File: src/rtl/lcd_pkg.sv
// Shared opcodes, address-counter wrap points, FSM encodings and decode helpers for the
// LCD bus responder.
package lcd_pkg;

    localparam logic [7:0] OpClear = 8'h01;
    localparam logic [7:0] OpHome  = 8'h02;
    localparam logic [7:0] OpEntry = 8'h04;
    localparam logic [7:0] OpDisp  = 8'h08;
    localparam logic [7:0] OpShift = 8'h10;
    localparam logic [7:0] OpFunc  = 8'h20;
    localparam logic [7:0] OpCgram = 8'h40;
    localparam logic [7:0] OpDdram = 8'h80;

    localparam logic [6:0] AcLine1End   = 7'h27;
    localparam logic [6:0] AcLine2Start = 7'h40;
    localparam logic [6:0] AcOneLineEnd = 7'h4F;
    localparam logic [6:0] AcLine2End   = 7'h67;

    localparam logic [7:0] RdDataByte = 8'h20;

    typedef enum logic [1:0] {StBoot8, StHi, StLo} if_state_e;

    typedef enum logic [3:0] {
        InstrNone, InstrClear, InstrHome, InstrEntry, InstrDisp,
        InstrShift, InstrFunc, InstrCgram, InstrDdram
    } instr_e;

    // Highest set bit selects the instruction.
    function automatic instr_e decode_instr(logic [7:0] b);
        if (b >= OpDdram)      return InstrDdram;
        else if (b >= OpCgram) return InstrCgram;
        else if (b >= OpFunc)  return InstrFunc;
        else if (b >= OpShift) return InstrShift;
        else if (b >= OpDisp)  return InstrDisp;
        else if (b >= OpEntry) return InstrEntry;
        else if (b >= OpHome)  return InstrHome;
        else if (b == OpClear) return InstrClear;
        else                   return InstrNone;
    endfunction

    function automatic logic [6:0] ac_step(logic [6:0] ac, logic inc, logic two_line);
        if (two_line) begin
            if (inc) begin
                if (ac == AcLine1End)      return AcLine2Start;
                else if (ac == AcLine2End) return 7'h00;
                else                       return ac + 7'd1;
            end else begin
                if (ac == 7'h00)             return AcLine2End;
                else if (ac == AcLine2Start) return AcLine1End;
                else                         return ac - 7'd1;
            end
        end else begin
            if (inc) return (ac == AcOneLineEnd) ? 7'h00 : ac + 7'd1;
            else     return (ac == 7'h00) ? AcOneLineEnd : ac - 7'd1;
        end
    endfunction

endpackage

File: src/rtl/lcd_busy_timer.sv
// Down-counter for the LCD busy flag; a start reloads it, busy holds for exactly load cycles.
module lcd_busy_timer #(
    parameter int unsigned Width = 17
) (
    input  logic             clk,
    input  logic             rst,
    input  logic [Width-1:0] load,
    input  logic             start,
    output logic             busy,
    output logic             last
);

    logic [Width-1:0] cnt_q, cnt_d;

    always_comb begin
        cnt_d = cnt_q;
        if (start)              cnt_d = load;
        else if (cnt_q != '0)   cnt_d = cnt_q - Width'(1);
    end

    always_ff @(posedge clk or negedge rst) begin
        if (!rst) cnt_q <= '0;
        else      cnt_q <= cnt_d;
    end

    assign busy = (cnt_q != '0);
    assign last = (cnt_q == Width'(1));

endmodule

File: src/rtl/lcd_bus_responder.sv
// HD44780-style bus responder: nibble pairing, instruction decode, AC and busy tracking.
// Define LCD_RESP_BUSY_EN to build the busy counter and flag writes made while busy.
module lcd_bus_responder
    import lcd_pkg::*;
#(
    parameter int unsigned T_SHORT     = 2100,
    parameter int unsigned T_LONG      = 82000,
    parameter int unsigned SYNC_STAGES = 2
) (
    input  logic       clk,
    input  logic       rst,
    input  logic       lcd_e,
    input  logic       lcd_rs,
    input  logic       lcd_rw,
    input  logic [3:0] lcd_db_in,
    output logic [3:0] lcd_db_out,
    output logic       lcd_db_oe,
    output logic       instr_valid,
    output logic       data_valid,
    output logic [7:0] rx_byte,
    output logic [6:0] rx_addr,
    output logic       four_bit,
    output logic       busy,
    output logic       proto_err
);

    localparam int unsigned CntW = $clog2(T_LONG + 1);

    logic [6:0] sync_q [SYNC_STAGES];
    logic       e_prev_q;
    logic       e_s, rs_s, rw_s;
    logic [3:0] db_s;
    logic       wr_stb, rd_stb, e_fall;

    always_ff @(posedge clk or negedge rst) begin
        if (!rst) begin
            for (int i = 0; i < SYNC_STAGES; i++) sync_q[i] <= '0;
            e_prev_q <= 1'b0;
        end else begin
            sync_q[0] <= {lcd_e, lcd_rs, lcd_rw, lcd_db_in};
            for (int i = 1; i < SYNC_STAGES; i++) sync_q[i] <= sync_q[i-1];
            e_prev_q <= e_s;
        end
    end

    assign {e_s, rs_s, rw_s, db_s} = sync_q[SYNC_STAGES-1];
    assign e_fall = e_prev_q & ~e_s;
    assign wr_stb = e_fall & ~rw_s;
    assign rd_stb = ~e_prev_q & e_s & rw_s;

    logic            busy_start, busy_long, busy_raw, busy_block;
    logic [CntW-1:0] busy_load;

    assign busy_load = busy_long ? CntW'(T_LONG) : CntW'(T_SHORT);

`ifdef LCD_RESP_BUSY_EN
    logic busy_last;

    lcd_busy_timer #(
        .Width(CntW)
    ) u_busy_timer (
        .clk  (clk),
        .rst  (rst),
        .load (busy_load),
        .start(busy_start),
        .busy (busy_raw),
        .last (busy_last)
    );

    // A write landing on the final busy cycle is accepted: expiry wins the tie.
    assign busy_block = busy_raw & ~busy_last;
`else
    logic unused_busy;
    assign unused_busy = ^{busy_start, busy_load};
    assign busy_raw    = 1'b0;
    assign busy_block  = 1'b0;
`endif

    if_state_e  state_q, state_d;
    logic [6:0] ac_q, ac_d, rx_addr_q, rx_addr_d;
    logic       id_q, id_d, n_q, n_d, rw_hi_q, rw_hi_d, drop_q, drop_d;
    logic       rd_data_q, rd_data_d, db_oe_q, db_oe_d;
    logic       instr_valid_q, instr_valid_d, data_valid_q, data_valid_d;
    logic       four_bit_q, four_bit_d, proto_err_q, proto_err_d;
    logic [3:0] hi_q, hi_d, db_out_q, db_out_d;
    logic [7:0] rd_byte_q, rd_byte_d, rx_byte_q, rx_byte_d;
    logic [7:0] wbyte, rbyte;
    logic       accept;

    always_comb begin
        state_d       = state_q;
        ac_d          = ac_q;
        id_d          = id_q;
        n_d           = n_q;
        hi_d          = hi_q;
        rw_hi_d       = rw_hi_q;
        drop_d        = drop_q;
        rd_byte_d     = rd_byte_q;
        rd_data_d     = rd_data_q;
        db_out_d      = db_out_q;
        db_oe_d       = db_oe_q;
        instr_valid_d = 1'b0;
        data_valid_d  = 1'b0;
        rx_byte_d     = rx_byte_q;
        rx_addr_d     = rx_addr_q;
        four_bit_d    = four_bit_q;
        proto_err_d   = proto_err_q;
        busy_start    = 1'b0;
        busy_long     = 1'b0;
        accept        = 1'b0;
        wbyte         = {hi_q, db_s};
        rbyte         = rs_s ? RdDataByte : {busy_raw, ac_q};

        if (e_fall) db_oe_d = 1'b0;

        if (wr_stb) begin
            unique case (state_q)
                StBoot8: begin
                    wbyte = {db_s, 4'h0};
                    if (busy_block)         proto_err_d = 1'b1;
                    else if (rs_s)          accept = 1'b1;
                    else if (db_s == 4'h2)  accept = 1'b1;
                    else if (db_s == 4'h3)  busy_start = 1'b1;
                end
                StHi: begin
                    hi_d    = db_s;
                    rw_hi_d = 1'b0;
                    drop_d  = busy_block;
                    state_d = StLo;
                    if (busy_block) proto_err_d = 1'b1;
                end
                StLo: begin
                    state_d = StHi;
                    if (rw_hi_q || drop_q || busy_block) proto_err_d = 1'b1;
                    else                                 accept = 1'b1;
                end
                default: state_d = StBoot8;
            endcase
        end

        if (rd_stb) begin
            unique case (state_q)
                StBoot8: begin
                    db_out_d = rbyte[7:4];
                    db_oe_d  = 1'b1;
                    if (rs_s) ac_d = ac_step(ac_q, id_q, n_q);
                end
                StHi: begin
                    rd_byte_d = rbyte;
                    rd_data_d = rs_s;
                    rw_hi_d   = 1'b1;
                    db_out_d  = rbyte[7:4];
                    db_oe_d   = 1'b1;
                    state_d   = StLo;
                end
                StLo: begin
                    state_d = StHi;
                    if (!rw_hi_q) begin
                        proto_err_d = 1'b1;
                    end else begin
                        db_out_d = rd_byte_q[3:0];
                        db_oe_d  = 1'b1;
                        if (rd_data_q) ac_d = ac_step(ac_q, id_q, n_q);
                    end
                end
                default: state_d = StBoot8;
            endcase
        end

        if (accept) begin
            rx_byte_d  = wbyte;
            busy_start = 1'b1;
            if (rs_s) begin
                data_valid_d = 1'b1;
                rx_addr_d    = ac_q;
                ac_d         = ac_step(ac_q, id_q, n_q);
            end else begin
                instr_valid_d = 1'b1;
                unique case (decode_instr(wbyte))
                    InstrClear: begin
                        ac_d      = 7'h00;
                        id_d      = 1'b1;
                        busy_long = 1'b1;
                    end
                    InstrHome: begin
                        ac_d      = 7'h00;
                        busy_long = 1'b1;
                    end
                    InstrEntry: id_d = wbyte[1];
                    InstrShift: if (!wbyte[3]) ac_d = ac_step(ac_q, wbyte[2], n_q);
                    InstrFunc: begin
                        n_d        = wbyte[3];
                        state_d    = wbyte[4] ? StBoot8 : StHi;
                        four_bit_d = ~wbyte[4];
                    end
                    InstrDdram: ac_d = wbyte[6:0];
                    default: ;
                endcase
            end
        end
    end

    always_ff @(posedge clk or negedge rst) begin
        if (!rst) begin
            state_q       <= StBoot8;
            ac_q          <= 7'h00;
            id_q          <= 1'b1;
            n_q           <= 1'b0;
            hi_q          <= 4'h0;
            rw_hi_q       <= 1'b0;
            drop_q        <= 1'b0;
            rd_byte_q     <= 8'h00;
            rd_data_q     <= 1'b0;
            db_out_q      <= 4'h0;
            db_oe_q       <= 1'b0;
            instr_valid_q <= 1'b0;
            data_valid_q  <= 1'b0;
            rx_byte_q     <= 8'h00;
            rx_addr_q     <= 7'h00;
            four_bit_q    <= 1'b0;
            proto_err_q   <= 1'b0;
        end else begin
            state_q       <= state_d;
            ac_q          <= ac_d;
            id_q          <= id_d;
            n_q           <= n_d;
            hi_q          <= hi_d;
            rw_hi_q       <= rw_hi_d;
            drop_q        <= drop_d;
            rd_byte_q     <= rd_byte_d;
            rd_data_q     <= rd_data_d;
            db_out_q      <= db_out_d;
            db_oe_q       <= db_oe_d;
            instr_valid_q <= instr_valid_d;
            data_valid_q  <= data_valid_d;
            rx_byte_q     <= rx_byte_d;
            rx_addr_q     <= rx_addr_d;
            four_bit_q    <= four_bit_d;
            proto_err_q   <= proto_err_d;
        end
    end

    assign lcd_db_out  = db_out_q;
    assign lcd_db_oe   = db_oe_q;
    assign instr_valid = instr_valid_q;
    assign data_valid  = data_valid_q;
    assign rx_byte     = rx_byte_q;
    assign rx_addr     = rx_addr_q;
    assign four_bit    = four_bit_q;
    assign busy        = busy_raw;
    assign proto_err   = proto_err_q;

endmodule

File: config.mk
export PLATFORM = sky130hd
export DESIGN_NAME = lcd_bus_responder
export DESIGN_NICKNAME = d
export VERILOG_FILES = /design/src/rtl/lcd_pkg.sv /design/src/rtl/lcd_busy_timer.sv /design/src/rtl/lcd_bus_responder.sv
export SDC_FILE = /design/constraint.sdc
export NUM_CORES = 1
export LEC_CHECK = 0
export ABC_CLOCK_PERIOD_IN_PS = 4450
export CELL_PAD_IN_SITES_DETAIL_PLACEMENT = 1
export CELL_PAD_IN_SITES_GLOBAL_PLACEMENT = 2
export CORE_UTILIZATION = 38
export DETAILED_ROUTE_END_ITERATION = 6
export HOLD_SLACK_MARGIN = 0.12
export PLACE_DENSITY = 0.81
export SETUP_SLACK_MARGIN = 0.05
export SYNTH_ARGS = -nofsm -noshare
export SYNTH_HDL_FRONTEND = slang
export SYNTH_SLANG_ARGS = --single-unit
export TNS_END_PERCENT = 30
File: constraint.sdc
create_clock -name clk -period 4.45 [get_ports clk]
set_clock_uncertainty 0.2 [all_clocks]
set_input_delay 1.335 -clock clk [delete_from_list [all_inputs] [get_ports clk]]
set_output_delay 1.335 -clock clk [all_outputs]
set_load 0.02 [all_outputs]
## Word-level counts from Yosys, hierarchy flattened

Index checks and enable logic that the tools add are counted.

| word-level totals | value |
|---|---|
| bits in registers | 60 |
| logic and storage cells | 132 |

| operators by class | value |
|---|---|
| $add $sub $neg | 2 |
| order comparisons | 7 |
| equal/unequal tests | 15 |
| muxes and demuxes | 68 |
| bitwise operators | 9 |
| reduce and logical (&&, ||, !) cells | 12 |

Operators with widths:

| kind | count |
|---|---|
| 7-bit 2-to-1 mux | 20 |
| 1-bit 2-to-1 mux | 23 |
| 7-bit == test (second input constant) | 3 |
| 7-bit one-hot mux with 3 select lines | 1 |
| 4-bit 2-to-1 mux | 4 |
| 8-bit 2-to-1 mux | 2 |
| 2-bit 2-to-1 mux | 7 |
| 7-bit one-hot mux with 2 select lines | 1 |
| 4-bit by 2-bit == test with 1-bit output (second input constant) | 3 |
| 3-bit 2-to-1 mux | 4 |
| 2-bit one-hot mux with 3 select lines | 2 |
| 3-bit AND reduction | 3 |
| 4-bit by 3-bit == test with 1-bit output (second input constant) | 2 |
| 8-bit by 1-bit == test with 1-bit output (second input constant) | 1 |
| 8-bit by 2-bit >= comparator with 1-bit output (second input constant) | 1 |
| 8-bit by 3-bit >= comparator with 1-bit output (second input constant) | 1 |
| 8-bit by 4-bit >= comparator with 1-bit output (second input constant) | 1 |
| 8-bit by 5-bit >= comparator with 1-bit output (second input constant) | 1 |
| 8-bit by 6-bit >= comparator with 1-bit output (second input constant) | 1 |
| 8-bit by 7-bit >= comparator with 1-bit output (second input constant) | 1 |
| 8-bit >= comparator (second input constant) | 1 |
| 4-bit one-hot mux with 2 select lines | 1 |
| 7-bit by 1-bit adder with 7-bit output (second input constant) | 1 |
| 7-bit by 6-bit == test with 1-bit output (second input constant) | 1 |
| 14 further kinds | 27 |

## Depth between registers and ports, before layout

| logic depth | value |
|---|---|
| word-level depth | 20 |
| depth in mapped cells | 10 |
| gate-level depth less buffers | 9 |

## Worst setup path after synthesis

No wires, ideal clock.

| timing path | value |
|---|---|
| path type | register to register |
| start point | register sync_q, in the netlist e_s |
| end point | register ac_q[2] |
| data arrival time | 2.160 ns |
| required time | 4.114 ns |
| slack | 1.954 ns |
| stages on the path, launching flop included | 9 |
| buffers on the path | 1 |
| period minus slack after synthesis | 2.496 ns |
| path through | dfrtp_1 -> or3b_4 -> or2_1 -> buf_6 -> mux2_4 -> o21ai_2 -> nand2_1 -> o41ai_2 -> a31oi_1 |

| on the way | value |
|---|---|
| cells in the longest elaborated chain, start to end | 20 |
| elaborated cells on any way between the ends | 38 |
| classes of those cells | order compare (7); eq/ne (5); mux (20); bitwise (5); reduce/logical (1) |

Ends and longest elaborated chain:

| element | RTL line | text |
|---|---|---|
| start, declared | lcd_bus_responder.sv:29 | `logic [6:0] sync_q [SYNC_STAGES];` |
| branches (longest 19 deep; another with 8-bit by 2-bit >= comparator with 1-bit output) | n/a |  |
| 7-bit 2-to-1 mux (*) | lcd_bus_responder.sv:170 | `if (accept) begin` |
| via ac_d[2] | lcd_bus_responder.sv:80 | `logic [6:0] ac_q, ac_d, rx_addr_q, rx_addr_d;` |
| end signal, assigned | lcd_bus_responder.sv:206 | `ac_q <= 7'h00;` |
| end signal, assigned | lcd_bus_responder.sv:224 | `ac_q <= ac_d;` |
| end, declared | lcd_bus_responder.sv:80 |  |

Mark *: on every way through the listed nets, which the timed path passes. The select of a mux whose other input is x is not followed.
A chain may end at the register's enable or synchronous reset.

## Worst setup path in the final report

| timing path | value |
|---|---|
| start point | register sync_q, in the netlist e_s |
| end point | register state_q[0] |

| on the way | value |
|---|---|
| cells in the longest elaborated chain, start to end | 19 |
| elaborated cells on any way between the ends | 33 |
| classes of those cells | order compare (7); eq/ne (2); mux (19); bitwise (5) |

Ends and longest elaborated chain:

| element | RTL line | text |
|---|---|---|
| branches (longest 18 deep; another with 8-bit by 2-bit >= comparator with 1-bit output) | n/a |  |
| 2-bit 2-to-1 mux (*) | lcd_bus_responder.sv:170 |  |
| via state_d[0] | lcd_bus_responder.sv:79 | `if_state_e state_q, state_d;` |
| end signal, assigned | lcd_bus_responder.sv:205 | `state_q <= StBoot8;` |
| end signal, assigned | lcd_bus_responder.sv:223 | `state_q <= state_d;` |
| end, declared | lcd_bus_responder.sv:79 |  |

Marked as above.

==> reports/qor.csv <==
metric,value,unit
PortBufs,32,
sequential area share after synthesis,44.33,%
HP Class,reg -> reg,
area added between synthesis and finish,17.83,%
hold bufs inserted after CTS,0,
crit path max fanout,23,
H-tree depth,3,
PwrDens,556.8,nW/µm²
Synth cell types,65,
final cell count without fillers,507,
critical path class,reg -> reg,
routed len/inst,18.74,µm
max-slew violation count,0,
Cell Rows,34,
Worst Max-Slew Pin Slew,0.9687,ns
Placed Instances,492,
fin util,46.02,%
Yosys top cell by area,dfrtp_1,
Synth Instances,374,
area of the core,8678,µm²
CTS sink cnt,60,
total track usage,22.96,%
Congestion Overflow GR,0,
DP Wirelength,6.695,mm
# resized after CTS,0,
clock insertion delay at the later pin of the skew report,0.34,ns
GP Congestion,0.8180,
Worst Path Required,4.45,ns
CTS tree,yes,
pin count of the biggest net entering global routing,43,
Rel. slew slack,35.42,%
Fill cells,1005,
Synth Flop Type,dfrtp_1,
status,completed,
Pre-Repair DR Iteration Count,4,
initial antenna violation count,0,
vias per cell,5.673,
Final Critical Period,2.988,ns
RSZ-0062 raised after global routing,false,
MaxCap Viol Count,0,
DR iter-0 viols,176,
global-route wire length before repair,15.83,mm
Synth area leaders,"dfrtp_1 (44%), nand2_1 (4.5%), a21oi_1 (4.3%), o21ai_0 (4.3%), mux2_2 (4.0%)",
Synth top area share,43.56,%
syn nets,385,
DIE AREA,9302,µm²
setup tns final,0,ns
Max Root-Sink Buffers,2,
Leakage,1.703,nW
ant diodes,0,
fin worst setup slack,1.462,ns
CP arrival,2.99,ns
Setup crit start kind,flip-flop,
Crit. End Element,flip-flop,
drt drc,0,
share of layout cells above drive strength 1,12.28,%
Final Setup Violations,0,
YS warnings,0,
vias in the first global route,2986,
Register Area,1503,µm²
multi-input logic area,1742,µm²
CTS buffer count,9,
synthesized flop and latch total,60,
Die Height,96.45,µm
Post-synth EDFFs,0,
Starting Density,39.06,%
"Avg Cell Area, Syn",9.063,µm²
clock-pin slew of the registers on the worst-case setup and hold paths,0.07,ns
setup bufs post-CTS,0,
FMAX,334.6,MHz
final hold vios,0,
Max VDD drop,0.0002704,V
root buffer cell,clkbuf_8,
post-place setup slack,1.506,ns
DRT Wirelength,9.499,mm
Final Cycle Share,67.15,%
fraction of registers with async set/reset,100.0,%
# nets final,406,
# IOs,34,
via count,2876,
Routed Antenna Nets,0,
die span in x,96.45,µm
netlist area before placement,3390,µm²
## cells in the mapped netlist (2+ instances only)
cell type,number
inv_1,9
and3_1,3
nor2b_1,9
nor3b_1,4
o21ai_1,3
a21oi_1,29
nor4b_2,2
nand3b_1,3
a211oi_1,5
nor3_1,10
o21ai_0,29
nand3_1,12
nand2b_1,10
o2111ai_1,2
o31ai_1,6
or2_1,2
o22ai_1,4
nand4_1,2
dfrtp_1,59
clkbuf_1,22
nand2_1,41
a21o_1,4
mux2_2,12
nor2_1,26
buf_2,2
xnor2_1,5
or3_1,2
nor4_1,2
a22oi_1,2
o21a_1,4
mux2i_1,9
a31oi_1,6
ha_1,2
## stage by stage
step | hold slack [ns] | power, mW | area [µm²]
after floorplan | 0.1312 | 1.361 | 3390
after global placement | 0.1323 | 1.645 | 3770
after detailed placement | 0.1373 | 1.667 | 3770
after CTS | 0.1522 | 2.239 | 3994
after global routing | 0.1600 | 2.368 | 3994
final | 0.1487 | 2.224 | 3994
## sequential cells by signal, indices dropped and copies added, names as in the netlist, 2 cells and up
name	flops
rx_addr	7
state_q	2
sync_q	7
hi_q	4
ac_q	7
db_s	4
lcd_db_out	4
rd_byte_q	4
rx_byte	8
## cells by family after synthesis
kind of cell,count (synthesis),share of synthesized area [%]
flops,60,44.33
buf+inv,37,4.503
compound gates,107,20.04
mux,22,7.087
other cells,1,0.1106
simple gates,139,21.63
fa+ha+maj,2,0.7382
xor+xnor,6,1.550
## cell usage in the layout (no fill, tap or decap), types with 3 or more instances in the layout
cell type / netlist / layout
o31ai_1: 6 / 6
clkbuf_8: 0 / 11
nand3b_1: 3 / 3
nor2_1: 26 / 26
dfrtp_1: 59 / 59
nand3_1: 12 / 12
mux2i_1: 9 / 9
nor3b_1: 4 / 4
buf_4: 1 / 5
nor3_1: 10 / 10
o21ai_0: 29 / 29
a21o_1: 4 / 4
a31oi_1: 6 / 6
clkdlybuf4s50_1: 0 / 31
o21a_1: 4 / 4
a21oi_1: 29 / 29
nand2_1: 41 / 41
o21ai_1: 3 / 3
nor2b_1: 9 / 9
a211oi_1: 5 / 5
mux2_2: 12 / 12
nand2b_1: 10 / 10
o22ai_1: 4 / 4
and3_1: 3 / 3
inv_1: 9 / 9
xnor2_1: 5 / 5
## routing by layer
layer	global-route usage [%]	share of wire, %
met1	30.96	46
met5	0	0
met4	6.373	1.4
met3	4.225	3.7
met2	37.73	48
## power breakdown
part           internal, mW  total (mW)  switching (mW)
sequential            0.657       0.850           0.193
clock                 0.342       0.561           0.219
combinational         0.368       0.814           0.445
## worst max-delay path: stages, from the launching register on
cell and delay [ns]:
dfrtp_1 0.43, nor3b_1 0.61, o311ai_2 0.23, buf_4 0.26, nand2b_1 0.33, or3_1 0.56, nor2_1 0.14, a21oi_1 0.07
## final cells by class
type | count | area share, %
inverters | 10 | 0.9398
multi-input cells | 277 | 43.61
clock inverters | 4 | 1.817
flip-flops and latches | 60 | 37.63
repair buffers | 37 | 8.835
clock buffers | 11 | 3.791
well taps | 108 | 3.383
## final timing paths
| check | to | cells past startpoint | from | slack (ns) |
|---|---|---|---|---|
| setup / recovery | state_q[0] | 7 | e_s | 1.46 |
| hold / removal | db_s[1] | 0 | sync_q[8] | 0.15 |
| setup reg to reg | state_q[0] | 7 | e_s | 1.46 |
| hold reg to reg | db_s[1] | 0 | sync_q[8] | 0.15 |
| max in group asynchronous | ac_q[0] | 2 | rst | 2.37 |
| min in group asynchronous | ac_q[5] | 1 | rst | 0.95 |
Power figures use the tool's default switching activity.
